File: src/rtl/branch_resolve_unit_pkg.sv
// Shared branch encodings, BHT counter states and helpers.
// Reused by decode, fetch and the branch resolve unit.
package branch_resolve_unit_pkg;

    localparam logic [6:0] OPC_BRANCH = 7'b1100011;

    localparam logic [2:0] F3_BEQ  = 3'b000;
    localparam logic [2:0] F3_BNE  = 3'b001;
    localparam logic [2:0] F3_BLT  = 3'b100;
    localparam logic [2:0] F3_BGE  = 3'b101;
    localparam logic [2:0] F3_BLTU = 3'b110;
    localparam logic [2:0] F3_BGEU = 3'b111;

    typedef enum logic [1:0] {
        SNT = 2'b00,
        WNT = 2'b01,
        WT  = 2'b10,
        ST  = 2'b11
    } bht_cnt_e;

    localparam bht_cnt_e BHT_RST = WNT;

    function automatic bht_cnt_e sat_next(input bht_cnt_e c, input logic taken);
        if (taken)
            return (c == ST) ? ST : bht_cnt_e'(c + 2'd1);
        return (c == SNT) ? SNT : bht_cnt_e'(c - 2'd1);
    endfunction

    function automatic logic is_illegal_f3(input logic [2:0] f3);
        return (f3 == 3'b010) || (f3 == 3'b011);
    endfunction

endpackage

File: src/rtl/branch_bht.sv
// Branch history table: 2-bit saturating counters, async read,
// synchronous update; a same-index read sees the pre-update value.
module branch_bht
    import branch_resolve_unit_pkg::*;
#(
    parameter int ENTRIES = 16,
    parameter int IDXW    = $clog2(ENTRIES)
) (
    input  logic            clk,
    input  logic            rst,
    input  logic [IDXW-1:0] rd_idx,
    output logic            rd_pred,
    input  logic            wr_en,
    input  logic [IDXW-1:0] wr_idx,
    input  logic            wr_taken
);

    bht_cnt_e tbl [ENTRIES];

    assign rd_pred = tbl[rd_idx][1];

    always_ff @(posedge clk) begin
        if (rst) begin
            for (int i = 0; i < ENTRIES; i++)
                tbl[i] <= BHT_RST;
        end else if (wr_en) begin
            tbl[wr_idx] <= sat_next(tbl[wr_idx], wr_taken);
        end
    end

endmodule

File: src/rtl/branch_resolve_unit.sv
// Resolves conditional branches one cycle after issue, computes the
// redirect target, flags mispredictions and trains the BHT.
module branch_resolve_unit
    import branch_resolve_unit_pkg::*;
#(
    parameter int XLEN        = 32,
    parameter int BHT_ENTRIES = 16,
    parameter int CNT_W       = 16
) (
    input  logic             clk,
    input  logic             rst,
    input  logic [XLEN-1:0]  fetch_pc,
    output logic             fetch_pred,
    input  logic             in_valid,
    input  logic [6:0]       in_op,
    input  logic [2:0]       in_funct3,
    input  logic [XLEN-1:0]  in_rs1,
    input  logic [XLEN-1:0]  in_rs2,
    input  logic [XLEN-1:0]  in_pc,
    input  logic [XLEN-1:0]  in_imm,
    input  logic             in_pred,
    input  logic             flush,
    output logic             res_valid,
    output logic             res_taken,
    output logic             res_mispred,
    output logic [XLEN-1:0]  res_target,
    output logic             res_illegal,
    output logic [CNT_W-1:0] cnt_branches,
    output logic [CNT_W-1:0] cnt_mispred
);

    localparam int IDXW = $clog2(BHT_ENTRIES);

    logic            accept;
    logic            illegal;
    logic            legal;
    logic            taken;
    logic            mispred;
    logic [XLEN-1:0] target;
    logic            unused_pc;

    assign unused_pc = ^{fetch_pc[XLEN-1:IDXW+2], fetch_pc[1:0]};

    assign accept  = in_valid & ~flush & (in_op == OPC_BRANCH);
    assign illegal = is_illegal_f3(in_funct3);
    assign legal   = accept & ~illegal;

    always_comb begin
        taken = 1'b0;
        unique case (in_funct3)
            F3_BEQ:  taken = (in_rs1 == in_rs2);
            F3_BNE:  taken = (in_rs1 != in_rs2);
            F3_BLT:  taken = ($signed(in_rs1) <  $signed(in_rs2));
            F3_BGE:  taken = ($signed(in_rs1) >= $signed(in_rs2));
            F3_BLTU: taken = (in_rs1 <  in_rs2);
            F3_BGEU: taken = (in_rs1 >= in_rs2);
            default: taken = 1'b0;
        endcase
    end

    // Illegal encodings never redirect: taken stays 0 so target is pc+4.
    assign mispred = taken != in_pred;
    assign target  = in_pc + (taken ? in_imm : XLEN'(4));

    branch_bht #(
        .ENTRIES (BHT_ENTRIES),
        .IDXW    (IDXW)
    ) u_bht (
        .clk      (clk),
        .rst      (rst),
        .rd_idx   (fetch_pc[IDXW+1:2]),
        .rd_pred  (fetch_pred),
        .wr_en    (legal),
        .wr_idx   (in_pc[IDXW+1:2]),
        .wr_taken (taken)
    );

    always_ff @(posedge clk) begin
        if (rst) begin
            res_valid   <= 1'b0;
            res_taken   <= 1'b0;
            res_mispred <= 1'b0;
            res_target  <= '0;
            res_illegal <= 1'b0;
        end else begin
            res_valid   <= accept;
            res_taken   <= legal & taken;
            res_mispred <= legal & mispred;
            res_illegal <= accept & illegal;
            if (accept)
                res_target <= target;
        end
    end

    always_ff @(posedge clk) begin
        if (rst) begin
            cnt_branches <= '0;
            cnt_mispred  <= '0;
        end else if (legal) begin
            if (cnt_branches != '1)
                cnt_branches <= cnt_branches + CNT_W'(1);
            if (mispred && cnt_mispred != '1)
                cnt_mispred <= cnt_mispred + CNT_W'(1);
        end
    end

endmodule

File: config.mk
export PLATFORM = sky130hd
export DESIGN_NAME = branch_resolve_unit
export DESIGN_NICKNAME = d
export VERILOG_FILES = /design/src/rtl/branch_resolve_unit_pkg.sv /design/src/rtl/branch_bht.sv /design/src/rtl/branch_resolve_unit.sv
export SDC_FILE = /design/constraint.sdc
export NUM_CORES = 1
export LEC_CHECK = 0
export ABC_AREA = 1
export CAP_MARGIN = 20
export CORE_MARGIN = 1.5
export CORE_UTILIZATION = 43
export CTS_CLUSTER_SIZE = 28
export DETAILED_ROUTE_END_ITERATION = 16
export PLACE_DENSITY = 0.76
export SKIP_CTS_REPAIR_TIMING = 1
export SLEW_MARGIN = 20
export SYNTH_ARGS = -nofsm -noshare
export SYNTH_HDL_FRONTEND = slang
export SYNTH_HIERARCHICAL = 1
export SYNTH_SLANG_ARGS = --single-unit
File: constraint.sdc
create_clock -name clk -period 5 [get_ports clk]
set_clock_uncertainty 0.05 [all_clocks]
set_input_delay 1.5 -clock clk [delete_from_list [all_inputs] [get_ports clk]]
set_output_delay 1.5 -clock clk [all_outputs]
set_load 0.05 [all_outputs]
* Word-level counts from Yosys, hierarchy flattened *
Memory sizes are Yosys's and may differ from the RTL's.
Cells that the tools add are included.

storage, ports and cells
  flip-flop bits (word level) = 68
  bits in latches = 0
  memory bits (writable) = 32
  ROM bits = 0
  input bits = 175
  output and inout bits = 69
  memories = 1

cells by class
  add/subtract/negate cells = 5
  $mul = 0
  divide/modulo/power cells = 0
  magnitude comparators = 4
  equality and inequality tests = 14
  shifts and indexed selects = 0
  multiplexer cells = 19
  bitwise gates (word level) = 8
  reductions and logical operators = 7

memory list
  name       depth  width  rd ports  clocked after memory_dff  write ports  line              source
  u_bht.tbl  16     2      2         0                         16           branch_bht.sv:18  bht_cnt_e tbl [ENTRIES];

operators with widths
  cell                     number
  $ge A32 B32 Y1           2
  $lt A32 B32 Y1           2
  $add A16 B1 Y16 const B  2
  $add A32 B32 Y32         1
  $eq A32 B32 Y1           1
  $mux W32                 1
  $ne A16 B16 Y1 const B   2
  $ne A32 B32 Y1           1
  $mux W2                  7
  $eq A3 B3 Y1 const B     4
  $mux W1                  9
  $eq A7 B7 Y1 const B     1
  $and A1 B1 Y1            6
  $eq A3 B2 Y1 const B     2
  $pmux W1 S6              1
  $mux W4                  1
  $reduce_and A2 Y1        2
  $eq A3 B1 Y1 const B     1
  $logic_not A3 Y1         1
  $add A2 B1 Y2 const B    1
  $eq A2 B2 Y1 const B     1
  $logic_not A2 Y1         1
  $not A1 Y1               2
  $reduce_or A2 Y1         1
  4 further kinds          4

* Longest topological paths before layout *
  word-level depth = 10
  gate-level depth with buffers = 33

* Hierarchy *
The synthesis kept the hierarchy.

by module, submodules not included
  module               instances  cells an instance  area each (um^2)  sequential area each (um^2)
  branch_resolve_unit  1          917                5905.7            1361.3
  branch_bht           1          246                1928.1            960.9

* Least setup slack after synthesis *
Ideal clock, no wire load.

  path kind = in2reg
  from = in in_rs2[31]
  to = reg res_target[24]
  setup time = 113 ps
  arrival time = 5015 ps
  required time = 4837 ps
  setup slack = -178 ps
  stages on the path = 27
  cell sequence = inv_1 ha_1 a21oi_1 o21a_1 nand2_1 a21oi_1 nand3_1 nand3_1 nand2_1 nand3_2 inv_1 clkbuf_1 nor2_1 ha_1 inv_1 fa_1 nand3b_1 nand2_1 a21oi_1 o21ai_1 a21boi_1 o21ai_1 nand3_1 nand3_1 xor2_1 o21ai_1 inv_1

between the ends
  word-level cells in the longest chain between the ends = 4
  elaborated cells between the ends (all ways) = 9
  those cells by class = add/sub: 1; order compare: 4; eq/ne: 2; mux: 2

RTL lines
  item                                          line                       source
  start, declared                               branch_resolve_unit.sv:18  input logic [XLEN-1:0] in_rs2,
  $ge A32 B32 Y1, or another cell as far along  branch_resolve_unit.sv:56  F3_BGEU: taken = (in_rs1 >= in_rs2);
  $pmux W1 S6 (*)                               branch_resolve_unit.sv:50  unique case (in_funct3)
  net taken                                     branch_resolve_unit.sv:37  logic taken;
  $mux W32 (*)                                  branch_resolve_unit.sv:63  assign target = in_pc + (taken ? in_imm : XLEN'(4));
  $add A32 B32 Y32 (*)                          branch_resolve_unit.sv:63
  end signal, assigned                          branch_resolve_unit.sv:91  res_target <= target;
  end, declared                                 branch_resolve_unit.sv:26  output logic [XLEN-1:0] res_target,

The timed path passes the listed nets; every way through them passes the cells marked *.
A chain may end at the register's enable or synchronous reset.

* Final worst setup path *
  from = in in_rs1[25]
  to = reg res_target[28]

between the ends
  word-level cells in the longest chain between the ends = 4
  elaborated cells between the ends (all ways) = 9
  those cells by class = add/sub: 1; order compare: 4; eq/ne: 2; mux: 2

RTL lines
  item                                          line                       source
  start, declared                               branch_resolve_unit.sv:17  input logic [XLEN-1:0] in_rs1,
  $ge A32 B32 Y1, or another cell as far along  branch_resolve_unit.sv:56
  $pmux W1 S6 (*)                               branch_resolve_unit.sv:50
  net taken                                     branch_resolve_unit.sv:37
  $mux W32 (*)                                  branch_resolve_unit.sv:63
  $add A32 B32 Y32 (*)                          branch_resolve_unit.sv:63

Marked as above.

==> results.md <==
* Status: completed
* Final Cycle Share at 0.9900
* Antenna Violating Nets Remaining at 0
* P&R area growth vs syn at 56.32%
* CP startpoint kind: input pin
* Setup slack, reg-to-reg at around 2.2 ns
* PortBufs at 215
* Crit path max-delay family: compound AO/OA/AOI/OAI gates
* Routability cong. at ~0.9
* Clock Root Buffer: clkbuf_16
* Iteration-0 DRC Markers at around 480
* Die Span X at about 140 um
* Pleak at just under 6 nW
* Crit-path max cell delay at 0.36 ns
* Cell Pwr Density at ~200 nW/um^2
* Total routed wirelength at 25540 um
* Hold WC Path Type: reg -> reg
* Global-route wire length before repair at 37090 um
* GRT Max-Usage Layer: met2
* Synth async-reset ratio at 0
* CP most frequent cell: a21oi_2
* Routed len/inst at 14.87 um
* CP required at approximately 5.2 ns
* Mapped Cells at 1163
* Crit. End Element: register
* Met1 usage at 0.2927
* Worst Hold Depth at 1
* Yosys warning total at 6
* Slowest CP cell: ha_1
* CTS tree: yes
* Vias in the first global route at 8167
* Largest net degree at the start of global routing at 31
* Worst r2r path cells at 9
* Slew Viols, Final at 0
* Grt met2 use at 0.4364
* Layout cell share with drive strength beyond 1 at 0.2352
* Site Rows at 49
* Commonest cells post-synth: 252 x nand2_1, 194 x inv_1, 140 x nor2_1, 83 x a21oi_1, 68 x dfxtp_1
* Antenna violations before repair at 1
* Post-Syn Area at 7834 um^2
* Setup_tns at 0 ns
* Worst EP arrival at just over 5 ns
* Endpoints failing setup at 0
* Final #Nets at 1724
* Avg Inst Size Synth at 6.736 um^2
* Pwr Total at 0.002389 W
* Post-synthesis sequential area ratio at 0.2964
* Vias/cell at between 5 and 6
* Synth area leader: dfxtp_1
* Worst Tran Pin Value at 0.8571 ns
* Largest cells by area after synthesis: dfxtp_1 17%, edfxtp_1 12%, nand2_1 12%
* Core area at approximately 18000 um^2
* GR Util All Layers at 0.2460
* Worst R2R End: cnt_mispred[0]
* Layout fillers at 1460
* Hold Crit Start: cnt_branches[8]
* Maximum vdd drop at 0.1759 mV
* Count leader, synth: nand2_1
* Total number of vias at 8801
* Worst-path clk slew at around 0.070 ns
* Synth Register Bits at 100
* CP Max Fanout at 10
* Min-Delay Endpoint: cnt_branches[8]
* CP bufs+invs at 7
* Cts bufs inserted at 9
* RSZ-0062 raised after global routing: true
* DRC violations left at 0
* Fmax at 0.2020 GHz
* Worst setup margin at 0.04990 ns
* Clk buf depth at 2
* Crit Path Class: in -> reg
* Area of the die at 19040 um^2
* Rel. slew slack at 0.4280
* Chip Height at 138.0 um
* H-Tree Level Count at 3
* DR pass1 iterations at 5
* Final HPWL DP at roughly 18000 um
* Skew-Pair Late Insertion Delay at about 0.35 ns
* Smallest hold slack at 0.4493 ns
* Fin. Hold Viols at 0
* Post-Syn Nets at 1404
* Post-synth top area share at 0.1738
* Worst slack at placement at -0.9327 ns
* GR Layer Usage met3 at 0.04715
* Fin crit period at 4.950 ns
* GR Overflow Total at 0
* Yosys cell types at 48
* MaxCap Viol Count at 0
* Synth Flop Type: dfxtp_1
* CTS Sinks at 100
* Initial Util at 0.4376
* Reg2reg start: cnt_mispred[0]
* Post-synth EDFFs at 32
* I/O pin count at between 200 and 250
[state kept, by name (all words and copies together) (netlist names)]
register and cells:
res_illegal 1, cnt_branches 16, res_valid 1, res_taken 1, cnt_mispred 16, res_mispred 1, u_bht/tbl 32, res_target 32
[cell families after synthesis]
family,count (synthesis),share of synthesized area
simple gates,541,0.3035
flops,100,0.2964
fa+ha+maj,66,0.1064
xor+xnor,35,0.03913
buf+inv,234,0.1184
compound gates,187,0.1362
[stage by stage]
stage	util	instance area (um^2)	cells
detailed placement	0.6154	11020	1693
finish	0.6840	12250	1718
CTS	0.6311	11300	1709
floorplan	-	7868	1163
global route	0.6840	12250	1718
global placement	0.6154	11020	1693
[placed cells by master (no fill, tap or decap), drive strengths merged, types with 23 or more instances in the layout]
cell type / instances
buf: 126
ha: 65
clkbuf: 23
clkdlybuf4s50: 150
inv: 206
nand3: 65
xor2: 25
dfxtp: 68
o21ai: 60
nand2: 260
nor2: 155
a21oi: 84
edfxtp: 32
nand4: 26
dlymetal6s2s: 50
[how the worst max path moves through the flow]
stage / to / from / slack [ns] / depth (start not counted)
after global routing: res_target[26] / in_rs2[25] / -0.22 / 29
after floorplan: res_target[28] / in_rs2[31] / 0.02 / 31
final: res_target[28] / in_rs1[25] / 0.05 / 28
after detailed placement: res_target[28] / in_rs2[31] / -0.93 / 29
after global placement: res_target[28] / in_rs2[25] / -0.81 / 32
after CTS: res_target[28] / in_rs2[31] / -0.58 / 29
[power breakdown]
part           switching, W  internal [W]  total, W
combinational      0.000431      0.000427  0.000857
clock              0.000330      0.000358  0.000688
sequential       0.00000353      0.000840  0.000844
[cell type report]
cell class / instances / area [um^2] / area share
clock buffer: 11 / 242.7 / 0.01982
timing repair buffer: 338 / 3204 / 0.2617
clock inverter: 5 / 38.79 / 0.003167
tap: 229 / 286.5 / 0.02340
sequential: 100 / 2322 / 0.1896
multi-input combinational: 829 / 5371 / 0.4386
inverter: 205 / 777.0 / 0.06345
antenna: 1 / 2.502 / 0.0002044
[per-layer routing]
metal	vias to the layer above	wire length, um
met5	-	0
met4	0	847
met3	70	1608
met2	289	12760
met1	4034	10320
li1	4408	-
Note: power is estimated with default switching activity, not from simulation.
